==> config.mk <==
export PLATFORM = sky130hd
export DESIGN_NAME = pwm_register_bank_flat
export DESIGN_NICKNAME = d
export VERILOG_FILES = /design/src/rtl/pwm_register_bank_pkg.sv /design/src/rtl/pwm_register_bank_if.sv /design/src/rtl/pwm_register_bank_channel.sv /design/src/rtl/pwm_register_bank.sv /design/src/flat_wrapper.sv
export SDC_FILE = /design/constraint.sdc
export NUM_CORES = 2
export LEC_CHECK = 0
export CAP_MARGIN = 0
export CORE_ASPECT_RATIO = 1.25
export CORE_MARGIN = 8
export CORE_UTILIZATION = 25
export DETAILED_ROUTE_END_ITERATION = 8
export PLACE_DENSITY_LB_ADDON = 0.3
export SYNTH_ARGS = -nofsm -noshare
export SYNTH_HDL_FRONTEND = slang
export SYNTH_SLANG_ARGS = --single-unit
==> constraint.sdc <==
create_clock -name clk_i -period 48.5 [get_ports clk_i]
set_input_delay 12.125 -clock clk_i [delete_from_list [all_inputs] [get_ports clk_i]]
set_output_delay 12.125 -clock clk_i [all_outputs]
set_load 0.05 [all_outputs]
==> src/rtl/pwm_register_bank_pkg.sv <==
// PCA9685-style register map constants, per-channel LED configuration record
// and byte-level helpers shared by the register bank and its PWM channels.
package pca9685_pkg;

    localparam logic [7:0] ADDR_MODE1         = 8'h00;
    localparam logic [7:0] ADDR_LED0_ON_L     = 8'h06;
    localparam logic [7:0] ADDR_ALL_LED_ON_L  = 8'hFA;
    localparam logic [7:0] ADDR_ALL_LED_OFF_H = 8'hFD;
    localparam logic [7:0] ADDR_PRE_SCALE     = 8'hFE;

    localparam int MODE1_SLEEP = 4;
    localparam int MODE1_AI    = 5;
    localparam int LED_STRIDE  = 4;

    localparam logic [7:0] MODE1_RST = 8'h11;
    localparam logic [7:0] OFF_H_RST = 8'h10;

    typedef enum logic [1:0] {
        BYTE_ON_L  = 2'd0,
        BYTE_ON_H  = 2'd1,
        BYTE_OFF_L = 2'd2,
        BYTE_OFF_H = 2'd3
    } led_byte_e;

    typedef struct packed {
        logic        full_on;
        logic [11:0] on;
        logic        full_off;
        logic [11:0] off;
    } led_cfg_t;

    localparam led_cfg_t LED_CFG_RST = '{
        full_on:  1'b0,
        on:       12'h000,
        full_off: OFF_H_RST[4],
        off:      {OFF_H_RST[3:0], 8'h00}
    };

    function automatic logic [7:0] led_read_byte(input led_cfg_t c, input led_byte_e s);
        case (s)
            BYTE_ON_L:  return c.on[7:0];
            BYTE_ON_H:  return {3'b000, c.full_on, c.on[11:8]};
            BYTE_OFF_L: return c.off[7:0];
            BYTE_OFF_H: return {3'b000, c.full_off, c.off[11:8]};
            default:    return 8'h00;
        endcase
    endfunction

    // H bytes keep only the 4 value bits and the full-on/full-off flag.
    function automatic led_cfg_t led_write_byte(input led_cfg_t c, input led_byte_e s,
                                                input logic [7:0] d);
        led_cfg_t r;
        r = c;
        case (s)
            BYTE_ON_L:  r.on[7:0] = d;
            BYTE_ON_H:  begin r.on[11:8] = d[3:0]; r.full_on = d[4]; end
            BYTE_OFF_L: r.off[7:0] = d;
            BYTE_OFF_H: begin r.off[11:8] = d[3:0]; r.full_off = d[4]; end
            default:    r = c;
        endcase
        return r;
    endfunction

endpackage

==> src/rtl/pwm_register_bank_if.sv <==
// Byte-strobe link between the I2C target (master) and the register bank (slave).
interface pwm_register_bank_if;
    logic       addr_load_i;
    logic       wr_valid_i;
    logic       rd_req_i;
    logic [7:0] data_i;
    logic [7:0] rd_data_o;
    logic       rd_valid_o;

    modport master (
        output addr_load_i, wr_valid_i, rd_req_i, data_i,
        input  rd_data_o, rd_valid_o
    );

    modport slave (
        input  addr_load_i, wr_valid_i, rd_req_i, data_i,
        output rd_data_o, rd_valid_o
    );
endinterface

==> src/rtl/pwm_register_bank_channel.sv <==
// One PWM channel: active copy of the shadow ON/OFF settings plus the
// phase compare, producing a registered output bit.
module pwm_channel
    import pca9685_pkg::*;
(
    input  logic        clk_i,
    input  logic        rst_i,
    input  logic        sleep_i,
    input  logic        update_i,
    input  led_cfg_t    shadow_i,
    input  logic [11:0] phase_i,
    output logic        pwm_o
);

    led_cfg_t active;
    logic     level;

    // Full-off beats full-on; ON>OFF is a window that wraps through phase 0.
    always_comb begin
        level = 1'b0;
        if (active.full_off) begin
            level = 1'b0;
        end else if (active.full_on) begin
            level = 1'b1;
        end else if (active.on == active.off) begin
            level = 1'b0;
        end else if (active.on < active.off) begin
            level = (phase_i >= active.on) && (phase_i < active.off);
        end else begin
            level = (phase_i >= active.on) || (phase_i < active.off);
        end
    end

    always_ff @(posedge clk_i or posedge rst_i) begin
        if (rst_i) begin
            active <= LED_CFG_RST;
            pwm_o  <= 1'b0;
        end else begin
            if (update_i) begin
                active <= shadow_i;
            end
            pwm_o <= level & ~sleep_i;
        end
    end

endmodule

==> src/rtl/pwm_register_bank.sv <==
// PCA9685-style register bank: pointer, register decode and readback,
// prescaler and phase counter driving NUM_CHANNELS double-buffered PWM channels.
module pwm_register_bank
    import pca9685_pkg::*;
#(
    parameter int         NUM_CHANNELS = 16,
    parameter logic [7:0] PRESCALE_RST = 8'h1E
) (
    input  logic                    clk_i,
    input  logic                    rst_i,
    pwm_register_bank_if.slave      bus,
    output logic [NUM_CHANNELS-1:0] pwm_o
);

    localparam int LED_END = int'(ADDR_LED0_ON_L) + LED_STRIDE * NUM_CHANNELS;

    logic [7:0]  ptr;
    logic [7:0]  mode1;
    logic [7:0]  prescale;
    logic [7:0]  prescale_cnt;
    logic [11:0] phase;
    led_cfg_t    shadow [NUM_CHANNELS];

    logic        do_load, do_wr, do_rd;
    logic [7:0]  led_off;
    logic [5:0]  led_ch;
    logic        in_led, in_all;
    led_byte_e   led_sel, all_sel, wr_sel;
    logic [7:0]  rd_mux;
    logic        sleep, tick, update;

    assign do_load = bus.addr_load_i;
    assign do_wr   = bus.wr_valid_i & ~bus.addr_load_i;
    assign do_rd   = bus.rd_req_i & ~bus.wr_valid_i & ~bus.addr_load_i;

    assign led_off = ptr - ADDR_LED0_ON_L;
    assign led_ch  = led_off[7:2];
    assign led_sel = led_byte_e'(led_off[1:0]);
    assign all_sel = led_byte_e'(ptr[1:0] + 2'd2);
    assign wr_sel  = in_led ? led_sel : all_sel;
    assign in_led  = (ptr >= ADDR_LED0_ON_L) && (int'(ptr) < LED_END);
    assign in_all  = (ptr >= ADDR_ALL_LED_ON_L) && (ptr <= ADDR_ALL_LED_OFF_H);

    assign sleep  = mode1[MODE1_SLEEP];
    assign tick   = ~sleep && (prescale_cnt == prescale);
    assign update = sleep | (tick & (phase == 12'hFFF));

    // Pointer auto-increment uses the AI bit as it stood before this access.
    always_ff @(posedge clk_i or posedge rst_i) begin
        if (rst_i) begin
            ptr      <= 8'h00;
            mode1    <= MODE1_RST;
            prescale <= PRESCALE_RST;
        end else begin
            if (do_load) begin
                ptr <= bus.data_i;
            end else if ((do_wr || do_rd) && mode1[MODE1_AI]) begin
                ptr <= ptr + 8'd1;
            end
            if (do_wr && ptr == ADDR_MODE1) begin
                mode1 <= bus.data_i;
            end
            if (do_wr && ptr == ADDR_PRE_SCALE && sleep) begin
                prescale <= bus.data_i;
            end
        end
    end

    always_ff @(posedge clk_i or posedge rst_i) begin
        if (rst_i) begin
            for (int i = 0; i < NUM_CHANNELS; i++) begin
                shadow[i] <= LED_CFG_RST;
            end
        end else if (do_wr) begin
            for (int i = 0; i < NUM_CHANNELS; i++) begin
                if ((in_led && led_ch == 6'(i)) || in_all) begin
                    shadow[i] <= led_write_byte(shadow[i], wr_sel, bus.data_i);
                end
            end
        end
    end

    always_comb begin
        rd_mux = 8'h00;
        if (ptr == ADDR_MODE1) begin
            rd_mux = mode1;
        end else if (ptr == ADDR_PRE_SCALE) begin
            rd_mux = prescale;
        end else if (in_led) begin
            for (int i = 0; i < NUM_CHANNELS; i++) begin
                if (led_ch == 6'(i)) begin
                    rd_mux = led_read_byte(shadow[i], led_sel);
                end
            end
        end
    end

    always_ff @(posedge clk_i or posedge rst_i) begin
        if (rst_i) begin
            bus.rd_data_o  <= 8'h00;
            bus.rd_valid_o <= 1'b0;
        end else begin
            bus.rd_valid_o <= do_rd;
            if (do_rd) begin
                bus.rd_data_o <= rd_mux;
            end
        end
    end

    // Sleep pins both counters at zero so waking always starts a fresh period.
    always_ff @(posedge clk_i or posedge rst_i) begin
        if (rst_i) begin
            prescale_cnt <= 8'h00;
            phase        <= 12'h000;
        end else if (sleep) begin
            prescale_cnt <= 8'h00;
            phase        <= 12'h000;
        end else if (tick) begin
            prescale_cnt <= 8'h00;
            phase        <= phase + 12'd1;
        end else begin
            prescale_cnt <= prescale_cnt + 8'd1;
        end
    end

    for (genvar g = 0; g < NUM_CHANNELS; g++) begin : gen_ch
        pwm_channel u_channel (
            .clk_i    (clk_i),
            .rst_i    (rst_i),
            .sleep_i  (sleep),
            .update_i (update),
            .shadow_i (shadow[g]),
            .phase_i  (phase),
            .pwm_o    (pwm_o[g])
        );
    end

endmodule
==> src/flat_wrapper.sv <==
// flat-port wrapper written by rule: the top's interface ports become plain ports
module pwm_register_bank_flat import pca9685_pkg::*;
#(
    parameter int         NUM_CHANNELS = 16,
    parameter logic [7:0] PRESCALE_RST = 8'h1E
)
  (clk_i, rst_i, pwm_o, bus_addr_load_i, bus_wr_valid_i, bus_rd_req_i, bus_data_i, bus_rd_data_o, bus_rd_valid_o);
  pwm_register_bank_if bus_i ();
  input  logic clk_i;
  input  logic rst_i;
  output logic [NUM_CHANNELS-1:0] pwm_o;
  input wire logic [$bits(bus_i.addr_load_i)-1:0] bus_addr_load_i;
  input wire logic [$bits(bus_i.wr_valid_i)-1:0] bus_wr_valid_i;
  input wire logic [$bits(bus_i.rd_req_i)-1:0] bus_rd_req_i;
  input wire logic [$bits(bus_i.data_i)-1:0] bus_data_i;
  output wire logic [$bits(bus_i.rd_data_o)-1:0] bus_rd_data_o;
  output wire logic [$bits(bus_i.rd_valid_o)-1:0] bus_rd_valid_o;
  assign bus_i.addr_load_i = bus_addr_load_i;
  assign bus_i.wr_valid_i = bus_wr_valid_i;
  assign bus_i.rd_req_i = bus_rd_req_i;
  assign bus_i.data_i = bus_data_i;
  assign bus_rd_data_o = bus_i.rd_data_o;
  assign bus_rd_valid_o = bus_i.rd_valid_o;
  pwm_register_bank #(.NUM_CHANNELS(NUM_CHANNELS), .PRESCALE_RST(PRESCALE_RST)) u_core (.clk_i(clk_i), .rst_i(rst_i), .bus(bus_i), .pwm_o(pwm_o));
endmodule
---- After elaboration in Yosys (flattened, before gate mapping) ----
Index checks and enable logic that the tools add are counted.
word-level totals
  word-level logic and storage cells ...... 552
  register bits after elaboration ......... 901
operators by class
  bitwise gates (word level) .............. 24
  muxes and demuxes ....................... 106
  reduce and logical (&&, ||, !) cells .... 142
  $lt $le $gt $ge ......................... 52
  equal/unequal tests ..................... 40
  add/subtract/negate cells ............... 5
operators with widths
  operator                                             number
  case mux 8 bit (4 select lines)                      16
  less-than comparator 12 bit                          32
  equality test 12 bit                                 16
  >= comparator 12 bit                                 16
  AND reduction 3 bit                                  64
  2-to-1 mux 8 bit                                     23
  2-to-1 mux 1 bit                                     64
  equality test 6 x 4 -> 1 bit, second input constant  8
  logical AND 1 bit                                    39
  logical OR 1 bit                                     33
  equality test 6 x 3 -> 1 bit, second input constant  4
  2-to-1 mux 12 bit                                    2
  AND 1 bit                                            20
  adder 8 x 1 -> 8 bit, second input constant          2
  adder 12 x 1 -> 12 bit, second input constant        1
  equality test 12 bit, second input constant          1
  equality test 6 x 2 -> 1 bit, second input constant  2
  equality test 2 bit, second input constant           4
  equality test 8 bit                                  1
  equality test 8 bit, second input constant           1
  >= comparator 8 x 3 -> 1 bit, second input constant  1
  >= comparator 8 bit, second input constant           1
  <= comparator 8 bit, second input constant           1
  logical NOT 8 bit                                    1
  11 further kinds                                     16

---- Logic depth before layout (Yosys ltp) ----
  depth in word-level cells ............... 22
  gate-level depth with buffers ........... 14
  mapped depth without buffers ............ 10

---- By module ----
Synthesis repeated with hierarchy kept, for this count alone.
second synthesis, totals
  cell total of the unflattened synthesis .. 5000
  area, all modules ....................... 51091.5 µm²
by module, submodules not included
  module             sequential area each (µm²)  cells an instance  area each (µm²)  instances
  pwm_channel        676.9                       194                1781.7           16
  pwm_register_bank  11763.8                     1896               22584.2          1

---- Least setup slack after synthesis ----
No wires, ideal clock.
  path type ............................... input port to flip-flop
  start point ............................. in bus_addr_load_i
  end point ............................... reg u_core.shadow[10] (netlist bit)
  arrival ................................. 13726 ps
  library setup time ...................... 125 ps
  slack ................................... 34649 ps
  stages .................................. 7
  path through ............................ clkbuf_1 > nor2b_1 > clkbuf_1 > nand2_1 > buf_1 > nor2_1 > mux2_2
on the way
  word-level cells in the longest chain between the ends .. 3
RTL lines
  element                          RTL line                 text
  from (decl)                      flat_wrapper.sv:12       input wire logic [$bits(bus_i.addr_load_i)-1:0] bus_addr_load_i;
  inverter 1 bit                   pwm_register_bank.sv:33  assign do_wr = bus.wr_valid_i & ~bus.addr_load_i;
  AND 1 bit                        pwm_register_bank.sv:33
  AND reduction 3 bit (no line)    -
  to (signal, indexed assignment)  pwm_register_bank.sv:77  shadow[i] <= led_write_byte(shadow[i], wr_sel, bus.data_i);
  to (decl)                        pwm_register_bank.sv:22  led_cfg_t shadow [NUM_CHANNELS];
No other way between the ends.
A chain may end at the register's enable or synchronous reset.

---- Final worst setup path ----
  start point ............................. in bus_addr_load_i
  end point ............................... reg u_core.shadow[165] (netlist bit)
Same word-level chain as after synthesis.

==> results_dict.tcl <==
set metrics [dict create \
    run_status "finished clean" \
    period_needed_ps 14940 \
    holdBufCountCts 0 \
    floorplan.rows 185 \
    synth_edf_count 0 \
    first_global_vias 38856 \
    vdd_ir_drop_max_mv 0.0251 \
    die_area_um2 219000 \
    setup_repair_after_global_routing_missed_its_margin "false" \
    numClockSinks 901 \
    dr.pass1.iters 9 \
    min-delay-path-class "reg2reg" \
    top_level_pins 38 \
    via_count 37745 \
    fin_tns_setup_ps 0 \
    place.port_buffers 37 \
    flow.area_growth_from_synthesis_pct 12.7 \
    cts_root_buf "sky130_fd_sc_hd__clkbuf_16" \
    grt_pass1_wl_um 253000 \
    max_clock_freq_ghz 0.0669 \
    clock-skew-final_ps 42.8 \
    final_min_period_over_clock_period 0.308 \
    worst-endpoint-required_ps 49070 \
    detailedRoute.firstIterationViolations 3205 \
    drt-wirelength-per-cell_um 21.8 \
    commonest_non_fill_non_tap_cells_in_the_layout "sky130_fd_sc_hd__dfrtp_1, sky130_fd_sc_hd__ha_1, sky130_fd_sc_hd__nand2_1" \
    worstPathBufferInverterCount 2 \
    synth.avg_cell_area_um2 10.3 \
    grt_max_degree 208 \
    number_of_antenna_violations_at_the_first_check_in_global_routing 9 \
    tritoncts "built" \
    syn-instance-count 4975 \
    power.share.sequential 0.352 \
    design.core.area_um2 203000 \
    place.detailed.hpwl_um 114000 \
    fp.dieW_um 420 \
    yosys.cell_types.count 91 \
    post-route-drc-count 0 \
    max_slew.worst_pin.slew_ps 1170 \
    ys_dominant_reg_cell "sky130_fd_sc_hd__dfrtp_1" \
    finish.cell_count_without_fillers 7708 \
    maximum_fanout_along_the_worst_path 18 \
    cts_made_buffers 96 \
    syn_nets 5556 \
    cell_internal_pwr_uw 1640 \
    worst_path_dominant_cell_family "simple AND/OR/NAND/NOR gates" \
    data_arrival_time_at_the_worst_slack_endpoint_ps 15510 \
    timing.setup.critical_path_class "in2reg" \
    power.static_leakage_uw 0.0263 \
    clk_latency_ps 720 \
    floorplan.initialDensity 0.251 \
    netSwitchingFraction 0.359 \
    critPathSlowestCell "sky130_fd_sc_hd__nor2b_1" \
    crit_chain "clkdlybuf4s50_1 -> nor2b_1 -> nand2_1 -> buf_4 -> nor2_1 -> mux2_2" \
    count_of_state_elements_after_synthesis 901 \
    maximum_capacitance_violations 0 \
    cts-resized-gates 0 \
    ant_nets 0 \
    floorplan.die.height_um 521 \
    route.final.wire_length_um 168000 \
    net_switching_power_of_the_design_uw 917 \
    cellPowerDensity_nw_per_um2 44.4 \
    grt_overflow_total 0 \
    cts-root-to-sink-buffers 3 \
    worst_path_largest_cell_delay_ps 720 \
    post_drt_via_cell_ratio 4.90 \
    cts-htree-levels 3 \
    timing.final.setup_violations 0 \
    critPathCaptureType "flop" \
    dpl_cell_area_um2 54200 \
    groute.usage.overall 0.151 \
    timing.final.hold_violations 0 \
    post_layout_nets 5493 \
    whs_ps 502 \
    final_common_cell "sky130_fd_sc_hd__dfrtp_1" \
    synth.cell_area_um2 51100 \
    layout.cell_area.non_filler_um2 57600 \
    ys_seq_area_frac 0.442 \
    layout-drive-gt1-share 0.164 \
    yosys_warnings 0 \
    worst_setup_hold_path_clk_slew_ps 60 \
    placed_cells_incl_taps 7525 \
    relSlewSlack 0.217 \
    clock_power_share 0.308 \
    maxSlewViolCount 0 \
    synth-async-reset-ratio 1.00 \
    setup.worst_path.start_class "input port" \
    finalWeightedCongestion 0.853 \
    cts_post_setup_buffers_inserted 0 \
    proportion_of_power_drawn_by_combinational_gates 0.340 \
]
[Yosys cell counts, drive strengths merged (6+ instances only)]
master   instances  area share
dfrtp          863        0.42
ha             568        0.14
nand2          565       0.042
o21ai          560       0.055
mux2           471        0.10
inv            418       0.031
nor2           207       0.020
a21oi          192       0.019
clkbuf         148       0.011
a21o           136       0.020
buf            106       0.011
a222oi          77       0.015
nand4           70      0.0086
nand3           59      0.0061
o21a            50      0.0074
nand2b          46      0.0056
dfstp           38       0.020
a211oi          32      0.0049
nor3            32      0.0037
nor2b           27      0.0033
a221oi          19      0.0036
mux2i           17      0.0033
o211ai          17      0.0025
o22ai           16      0.0020
xor2            15      0.0026
a22oi           14      0.0021
xnor2           14      0.0024
a21boi          13      0.0019
a211o           12      0.0021
or3             12      0.0016
and2            11      0.0014
o2111ai         11      0.0019
o31ai           11      0.0016
nor3b           10      0.0015
a2111oi          9      0.0019
a32oi            9      0.0015
and3             8     0.00098
o311ai           8      0.0017
nor4             7     0.00086
o221a            7      0.0015
a221o            6      0.0012
a31oi            6     0.00074
[power groups by stage]
stage	Clock, uW	Sequential, uW	Combinational, uW
after global routing	832	907	977
final	787	899	868
after global placement	0	912	862
after CTS	806	899	883
after detailed placement	0	912	878
after floorplan	0	897	595
[worst reg2reg max path: cells and delay by family (launching register included)]
kind | cells | cell delay [ps]
and+or+nand+nor | 4 | 1120
xor gates and xnor gates | 1 | 120
AOI/OAI and AO/OA | 1 | 500
buffers and inverters | 3 | 2390
muxes | 1 | 450
DFF | 1 | 560
[cell families after synthesis]
family,Yosys count,share of synthesized area
AO/OA/AOI/OAI,1240,0.154
XOR/XNOR,29,0.00497
adder cells (fa/ha/maj),572,0.140
buffers and inverters,672,0.0527
flip-flops,901,0.442
multiplexers,488,0.107
AND/OR/NAND/NOR,1073,0.0989
[path summary, 6_finish.rpt]
kind	to	slack (ps)	cells after the start	from
worst min register to register	u_core.gen_ch[0].u_channel.active[13]$_DFFE_PP0P_	500	2	u_core.shadow[403]$_DFFE_PP0P_
max in group asynchronous	u_core.shadow[179]$_DFFE_PP0P_	33570	5	rst_i
min in group asynchronous	u_core.gen_ch[14].u_channel.pwm_o$_DFF_PP0_	11960	2	rst_i
worst max register to register	u_core.gen_ch[8].u_channel.active[0]$_DFFE_PP0P_	43220	10	u_core.prescale[3]$_DFFE_PP1P_
worst min-delay path	u_core.gen_ch[0].u_channel.active[13]$_DFFE_PP0P_	500	2	u_core.shadow[403]$_DFFE_PP0P_
worst max-delay path	u_core.shadow[165]$_DFFE_PP0P_	33560	6	bus_addr_load_i
[metal layers]
metal / track usage / vias to the layer above / routed length, um
met3: 0.0187 / 268 / 6940
met1: 0.185 / 19059 / 70700
met5: 0 / - / 0
met2: 0.267 / 845 / 83800
li1: - / 17573 / -
met4: 0.0584 / 0 / 6820
[area by class of cell]
class / instances / area (um^2)
inverter: 418 / 1580
timing repair buffer: 93 / 813
clock buffer: 140 / 2800
multi-input combinational: 3402 / 25900
tap: 2711 / 3390
clock inverter: 39 / 505
antenna: 4 / 10.0
fill: 21370 / 146000
sequential: 901 / 22600
[registers in the layout, summed over array words and instances, names as in the netlist]
name	cells
u_core.gen_ch.u_channel.active	416
u_core.prescale	8
u_core.shadow	416
u_core.bus.rd_data_o	8
u_core.mode1	8
u_core.gen_ch.u_channel.pwm_o	16
u_core.ptr	8
u_core.phase	12
u_core.prescale_cnt	8
u_core.bus.rd_valid_o	1
[per-stage QoR]
step / total power (uW) / utilization / worst slack [ps]
after global routing: 2720 / 0.283 / 33130
final: 2550 / 0.283 / 33560
after floorplan: 1490 / - / 11110
after detailed placement: 1790 / 0.267 / 32750
after global placement: 1770 / 0.267 / 32840
after CTS: 2590 / 0.283 / 33560
No activity file was read; power rests on OpenSTA's default activity.
